===== config.mk =====
export PLATFORM = sky130hd
export DESIGN_NAME = iob_cache_wtb_ctrl
export DESIGN_NICKNAME = d
export VERILOG_FILES = /design/src/rtl/iob_cache_wtb_ctrl.sv
export SDC_FILE = /design/constraint.sdc
export NUM_CORES = 1
export LEC_CHECK = 0
export ABC_AREA = 1
export BUFFER_PORTS_ARGS = -buffer_cell sky130_fd_sc_hd__buf_2
export CAP_MARGIN = 20
export CORE_ASPECT_RATIO = 1.25
export CORE_MARGIN = 4
export CORE_UTILIZATION = 49
export CTS_CLUSTER_DIAMETER = 100
export DETAILED_ROUTE_END_ITERATION = 8
export PLACE_DENSITY = 0.77
export SETUP_SLACK_MARGIN = 0.4
export SLEW_MARGIN = 30
export SYNTH_ARGS = -nofsm -noshare
export SYNTH_HDL_FRONTEND = slang
export SYNTH_SLANG_ARGS = --single-unit

===== constraint.sdc =====
create_clock -name clk_i -period 4.7 [get_ports clk_i]
set_input_delay 0.235 -clock clk_i [delete_from_list [all_inputs] [get_ports clk_i]]
set_output_delay 0.235 -clock clk_i [all_outputs]
set_load 0.005 [all_outputs]

===== src/rtl/iob_cache_wtb_ctrl.sv =====
// rtl/iob_cache_wtb_ctrl.sv - write-through buffer feeding the cache AXI write channel
// Head entry is held stable from acceptance until the completion pulse retires it.
module iob_cache_wtb_ctrl #(
    parameter int ADDR_W   = 24,
    parameter int DATA_W   = 32,
    parameter int DEPTH_W  = 2,
    parameter int ACACHE_W = 4,
    localparam int FE_NBYTES   = DATA_W / 8,
    localparam int FE_NBYTES_W = $clog2(FE_NBYTES),
    localparam int WADDR_W     = ADDR_W - FE_NBYTES_W
) (
    input  logic                clk_i,
    input  logic                reset_n_i,

    input  logic                fe_valid_i,
    input  logic [WADDR_W-1:0]  fe_addr_i,
    input  logic [DATA_W-1:0]   fe_wdata_i,
    input  logic [FE_NBYTES-1:0] fe_wstrb_i,
    input  logic [ACACHE_W-1:0] fe_acache_i,
    output logic                fe_ready_o,

    output logic                wch_valid_o,
    output logic [WADDR_W-1:0]  wch_addr_o,
    output logic [DATA_W-1:0]   wch_wdata_o,
    output logic [FE_NBYTES-1:0] wch_wstrb_o,
    output logic [ACACHE_W-1:0] wch_acache_o,
    input  logic                wch_ready_i,

    output logic                empty_o,
    output logic                full_o,
    output logic [DEPTH_W:0]    level_o
);

    localparam int DEPTH = 2 ** DEPTH_W;
    localparam logic [DEPTH_W:0] DEPTH_CNT = (DEPTH_W + 1)'(DEPTH);
    localparam logic [DEPTH_W:0] CNT_ONE   = (DEPTH_W + 1)'(1);
    localparam logic [DEPTH_W:0] CNT_TWO   = (DEPTH_W + 1)'(2);

    typedef enum logic {
        ST_IDLE,
        ST_ACTIVE
    } state_t;

    state_t state, state_nxt;

    logic [WADDR_W-1:0]   mem_addr   [DEPTH];
    logic [DATA_W-1:0]    mem_wdata  [DEPTH];
    logic [FE_NBYTES-1:0] mem_wstrb  [DEPTH];
    logic [ACACHE_W-1:0]  mem_acache [DEPTH];

    logic [DEPTH_W-1:0] rd_ptr, wr_ptr;
    logic [DEPTH_W:0]   count;
    logic               push, pop;

    assign full_o     = (count == DEPTH_CNT);
    assign fe_ready_o = ~full_o;
    assign push       = fe_valid_i & ~full_o;
    assign level_o    = count;
    assign empty_o    = (count == '0) && (state == ST_IDLE);

    assign wch_addr_o   = mem_addr[rd_ptr];
    assign wch_wdata_o  = mem_wdata[rd_ptr];
    assign wch_wstrb_o  = mem_wstrb[rd_ptr];
    assign wch_acache_o = mem_acache[rd_ptr];

    // In ACTIVE the head is in flight, so only a second entry may be offered;
    // wch_ready_i is then the completion pulse rather than an acceptance.
    always_comb begin
        state_nxt   = state;
        wch_valid_o = 1'b0;
        pop         = 1'b0;
        case (state)
            ST_IDLE: begin
                wch_valid_o = (count != '0);
                if (wch_valid_o && wch_ready_i) begin
                    state_nxt = ST_ACTIVE;
                end
            end
            ST_ACTIVE: begin
                wch_valid_o = (count >= CNT_TWO);
                if (wch_ready_i) begin
                    pop       = 1'b1;
                    state_nxt = (count >= CNT_TWO) ? ST_ACTIVE : ST_IDLE;
                end
            end
            default: state_nxt = ST_IDLE;
        endcase
    end

    always_ff @(posedge clk_i or negedge reset_n_i) begin
        if (!reset_n_i) begin
            state  <= ST_IDLE;
            rd_ptr <= '0;
            wr_ptr <= '0;
            count  <= '0;
        end else begin
            state <= state_nxt;
            if (push) begin
                wr_ptr <= wr_ptr + DEPTH_W'(1);
            end
            if (pop) begin
                rd_ptr <= rd_ptr + DEPTH_W'(1);
            end
            if (push && !pop) begin
                count <= count + CNT_ONE;
            end else if (pop && !push) begin
                count <= count - CNT_ONE;
            end
        end
    end

    // Storage is deliberately left unreset; outputs are don't-care while empty.
    always_ff @(posedge clk_i) begin
        if (push) begin
            mem_addr[wr_ptr]   <= fe_addr_i;
            mem_wdata[wr_ptr]  <= fe_wdata_i;
            mem_wstrb[wr_ptr]  <= fe_wstrb_i;
            mem_acache[wr_ptr] <= fe_acache_i;
        end
    end

endmodule


; ---- Word-level counts from Yosys, hierarchy flattened
; Memory sizes are Yosys's and may differ from the RTL's.
; Index checks and enable logic that the tools add are counted.
[word_totals]
wordCells = 37
ramBits = 248
in_bits = 66
ff_bits = 8
memories = 4
output_inout_bits = 69
[op_classes]
n_lt_le_gt_ge = 1
n_eq_ne = 1
reduce_logical = 9
bitwise_logic = 3
muxes = 11
addsub = 4
[memory_table]
columns = memory, words, width, read_ports, rd_clocked_by_memory_dff, wr, line
row1 = mem_wdata, 4, 32, 1, 0, 1, 47  ; logic [DATA_W-1:0] mem_wdata [DEPTH];
row2 = mem_addr, 4, 22, 1, 0, 1, 46  ; logic [WADDR_W-1:0] mem_addr [DEPTH];
row3 = mem_acache, 4, 4, 1, 0, 1, 49  ; logic [ACACHE_W-1:0] mem_acache [DEPTH];
row4 = mem_wstrb, 4, 4, 1, 0, 1, 48  ; logic [FE_NBYTES-1:0] mem_wstrb [DEPTH];
[ops]
columns = op, n
row1 = $mux W1, 7
row2 = $mux W3, 2
row3 = $add A2 B1 Y2 const B, 2
row4 = $logic_and A1 B1 Y1, 4
row5 = $pmux W1 S2, 2
row6 = $add A3 B1 Y3 const B, 1
row7 = $eq A3 B3 Y1 const B, 1
row8 = $ge A3 B2 Y1 const B, 1
row9 = $logic_not A3 Y1, 1
row10 = $reduce_bool A3 Y1, 1
row11 = $sub A3 B1 Y3 const B, 1
row12 = $logic_not A1 Y1, 2
row13 = $not A1 Y1, 2
row14 = $reduce_bool A2 Y1, 1
row15 = $and A1 B1 Y1, 1

; ---- Depth between registers and ports, before layout
[depth]
depth_word = 7
mapped_depth = 12
depth_no_buf = 12

; ---- Worst setup path before layout
; No wires, ideal clock.
[synth_timing]
kind = register to register
start = register count[0] (netlist: level_o[0])
end = memory mem_acache[0][0], enable pin
required_time_ns = 4.218
synth_period_minus_slack_ns = 3.923
arrival_ns = 3.440
n_path_buf = 0
stages_incl_launch_ff = 5
setup_time_ns = 0.482
slack_ns = 0.777
cell_sequence = dfrtp_1 > inv_1 > nand3_1 > nand2_1 > nor2_1
[synth_via]
elab_chain_len = 5
[synth_lines]
columns = element, line
row1 = from (decl), 52  ; logic [DEPTH_W:0] count;
row2 = from (signal assigned), 105  ; count <= count + CNT_ONE;
row3 = from (signal assigned), 107  ; count <= count - CNT_ONE;
row4 = $eq A3 B3 Y1, 55  ; assign full_o = (count == DEPTH_CNT);
row5 = $not A1 Y1, -
row6 = net fe_ready_o, 20  ; output logic fe_ready_o,
row7 = $and A1 B1 Y1, 57  ; assign push = fe_valid_i & ~full_o;
row8 = $mux W1, 114  ; if (push) begin
row9 = $mux W1 (implied by the code), 118  ; mem_acache[wr_ptr] <= fe_acache_i;
row10 = to (decl), 49
; The timed path passes the listed nets, and every way through them passes these cells.

; ---- Final worst setup path
[layout_timing]
start = register rd_ptr[0]
end = output port wch_addr_o[16]
[layout_via]
elab_chain_len = 1
[layout_lines]
columns = element, line
row1 = from (decl), 51  ; logic [DEPTH_W-1:0] rd_ptr, wr_ptr;
row2 = from (signal assigned), 102  ; rd_ptr <= rd_ptr + DEPTH_W'(1);
row3 = $mem_v2 Z4 W22, -
row4 = to (decl), 23  ; output logic [WADDR_W-1:0] wch_addr_o,
; No other way between the ends.

==> run summary <==
Finished Layout Cells - 1271
Root Driver - clkbuf_16
Period utilization - 60.5%
Mapped Area - 0.0103 mm²
CP Max Fanout - 165
Fillers - 1520
#FFs+latches synth - 256
Worst path max stage delay - 0.59 ns
Mapped Nets - 858
Die W - 138 µm
Layout cells sized above 1 - 18.5%
Largest net degree at the start of global routing - 166
CP Launch Point - rd_ptr[0]
Clock power frac - 24.5%
PortBufs - 134
Critical Path Source Type - flip-flop
Lkg Pwr - 5.07 nW
P_sw - 0.00243 W
Post-CTS sizing - 0
Post-synthesis sequential area ratio - 74.1%
Measured slew at the worst slew-check pin - 0.913 ns
FP Rows - 59
Vias - 6303
Starting Density - 49.7%
Die ar. - 0.0234 mm²
Post-CTS Setup Repair Bufs - 0
Grt ovf - 0
Relative max-transition margin - 39.0%
Post-synthesis cell type count - 19
Die height - 170 µm
Cell family with most CP delay - buffers and inverters
Post-detail-place hpwl - 11200 µm
Final wirelength - 19700 µm
R2R Path End - mem_wstrb[0][0]
Sequential fraction of design power - 42.4%
Syn Inst Count - 786
H-Tree Level Count - 1
Critical path endpoint - wch_addr_o[16]
Placeable Area - 0.0207 mm²
Drt initial violations - 270
CTS tree - built
Hold Path Class - in -> async
Synth-to-layout area growth - 22.5%
Clock buffer depth - 3
R2r setup slk - 2.20 ns
GRT Total Usage - 16.6%
Sw frac - 33.0%
Vias per cell - 4.96
Crit Path Category - reg -> out
Worst EP arrival - 2.61 ns
Worst EP required - 4.47 ns
Syn_area_per_cell - 13.1 µm²
DRC Markers - 0
Max Slew Vio Count - 0
Setup crit end kind - output pin
R2r startpoint - level_o[0]
Most used cell, CP - nand2_1
R2R depth - 5
Worst-Skew Late Latency - 0.49 ns
Worst path bufs/invs - 3
Internal cell power - 0.00493 W
Top Ports - 135
Power share of the combinational group - 33.1%
Pwr/cell area - 583 mW/mm²
Slowest stage cell, crit path - inv_8
Hold Vio Cnt, Final - 0
Final nets - 1052
Routed Antenna Nets - 0
TritonCTS Buffers - 23
Final Critical Period - 2.84 ns
Vias in the first global route - 6202
CTS Sinks - 256
MaxCap Viol Count - 0
CP Cell Sequence - inv_8 > buf_4 > nand2_1 > o211ai_1 > nand2_1 > buf_2
First-pass GRT wire length - 30700 µm
Clock transition at path regs - 0.06 ns
Syn. warnings - 0
Setup TNS - 0 ns
RSZ-0062 raised after global routing - no
Maximum vdd drop - 0.000491 V
Placed cells - 1162
Status - finished, final reports clean
Initial antenna violation count - 1
Max Clock Skew - 0.00825 ns
Finish-stage setup viols - 0
WP depth - 6
Final GP Congestion - 0.778
DR pass1 iterations - 5
Achievable Freq - 352 MHz
CTS Hold Bufs - 65
Routed len/inst - 15.5 µm
[cells by family after synthesis]
kind of cell / share of synthesized area, %
AO/OA/AOI/OAI: 9.17
XOR/XNOR: 0.170
AND/OR/NAND/NOR: 7.86
adder cells (fa/ha/maj): 0.801
flip-flops: 74.1
buffers and inverters: 7.85
[state kept, by name (all words and copies together) (netlist names)]
signal	flops
mem_wstrb	16
state	1
wr_ptr	2
rd_ptr	2
mem_acache	16
mem_addr	88
level_o	3
mem_wdata	128
[area by class of cell]
type                    count  area (µm²)  area share [%]
diodes                      1        2.50          0.0198
clock buffers              31         636            5.03
clock inverters            10         103           0.812
inverters                 141         537            4.25
multi-input cells         349        1890            14.9
flip-flops and latches    256        7650            60.6
well taps                 274         343            2.71
repair buffers            209        1470            11.7
[synth_stat cells]
| cell type | instances | area, µm² |
|---|---|---|
| buf_2 | 23 | 115 |
| a21oi_1 | 1 | 5.00 |
| fa_1 | 1 | 20.0 |
| nand2_1 | 201 | 754 |
| o211ai_1 | 124 | 931 |
| dfrtp_1 | 8 | 200 |
| xor2_1 | 1 | 8.76 |
| clkbuf_1 | 3 | 11.3 |
| buf_4 | 1 | 7.51 |
| nand3_1 | 4 | 20.0 |
| buf_6 | 13 | 146 |
| ha_1 | 5 | 62.6 |
| nand4_1 | 1 | 6.26 |
| nor2_1 | 8 | 30.0 |
| inv_2 | 2 | 7.51 |
| inv_1 | 139 | 522 |
| edfxtp_1 | 248 | 7450 |
| xnor2_1 | 1 | 8.76 |
| o21ai_0 | 2 | 10.0 |
[power groups by stage]
stage,Clock (W),Combinational [W],Sequential [W]
floorplan,0,0.00156,0.00318
global placement,0,0.00233,0.00315
detailed placement,0,0.00240,0.00317
CTS,0.00184,0.00245,0.00312
global route,0.00194,0.00272,0.00316
finish,0.00181,0.00243,0.00312
[cells in the final DEF, fill, tap and decap left out]
cell / synthesis / final
edfxtp_1: 248 / 248
nand2_1: 201 / 201
inv_1: 139 / 139
buf_2: 23 / 134
o211ai_1: 124 / 124
dlygate4sd3_1: 0 / 65
clkbuf_16: 0 / 23
dfrtp_1: 8 / 7
ha_1: 5 / 5
clkbuf_1: 3 / 5
nand3_1: 4 / 4
nor2_4: 0 / 4
nor2_1: 8 / 4
clkinv_2: 0 / 4
buf_12: 0 / 4
buf_4: 1 / 4
clkbuf_8: 0 / 3
clkinv_1: 0 / 3
inv_8: 0 / 2
o21ai_0: 2 / 2
bufinv_16: 0 / 2
diode_2: 0 / 1
inv_2: 2 / 1
xnor2_1: 1 / 1
a21oi_1: 1 / 1
xor2_1: 1 / 1
nand4_1: 1 / 1
fa_1: 1 / 1
buf_16: 0 / 1
buf_8: 0 / 1
dfrtp_2: 0 / 1
[metal layers]
| layer | up-vias | track usage (%) | wire [µm] |
|---|---|---|---|
| li1 | 3124 | - | - |
| met1 | 2959 | 19.7 | 7680 |
| met2 | 177 | 30.0 | 10100 |
| met3 | 43 | 3.05 | 1230 |
| met4 | 0 | 6.32 | 675 |
| met5 | - | 0 | 0 |
[through the flow]
step	utilization [%]	power (W)	setup WS (ns)	cell area, µm²	hold WS, ns
floorplan	-	0.00473	0.777	10300	-0.0606
global placement	54.0	0.00549	2.17	11200	0.0949
detailed placement	54.0	0.00557	2.15	11200	0.100
CTS	60.7	0.00742	1.71	12600	0.102
global route	60.9	0.00782	1.69	12600	0.152
finish	60.9	0.00736	1.86	12600	0.131
[how the worst min path moves through the flow]
stage / start / to / slack, ns
after floorplan: reset_n_i / level_o[0] / -0.06
after global placement: reset_n_i / level_o[2] / 0.09
after detailed placement: reset_n_i / level_o[2] / 0.10
after CTS: reset_n_i / level_o[0] / 0.10
after global routing: reset_n_i / rd_ptr[0] / 0.15
final: reset_n_i / rd_ptr[0] / 0.13
Note: power is estimated with default switching activity, not from simulation.
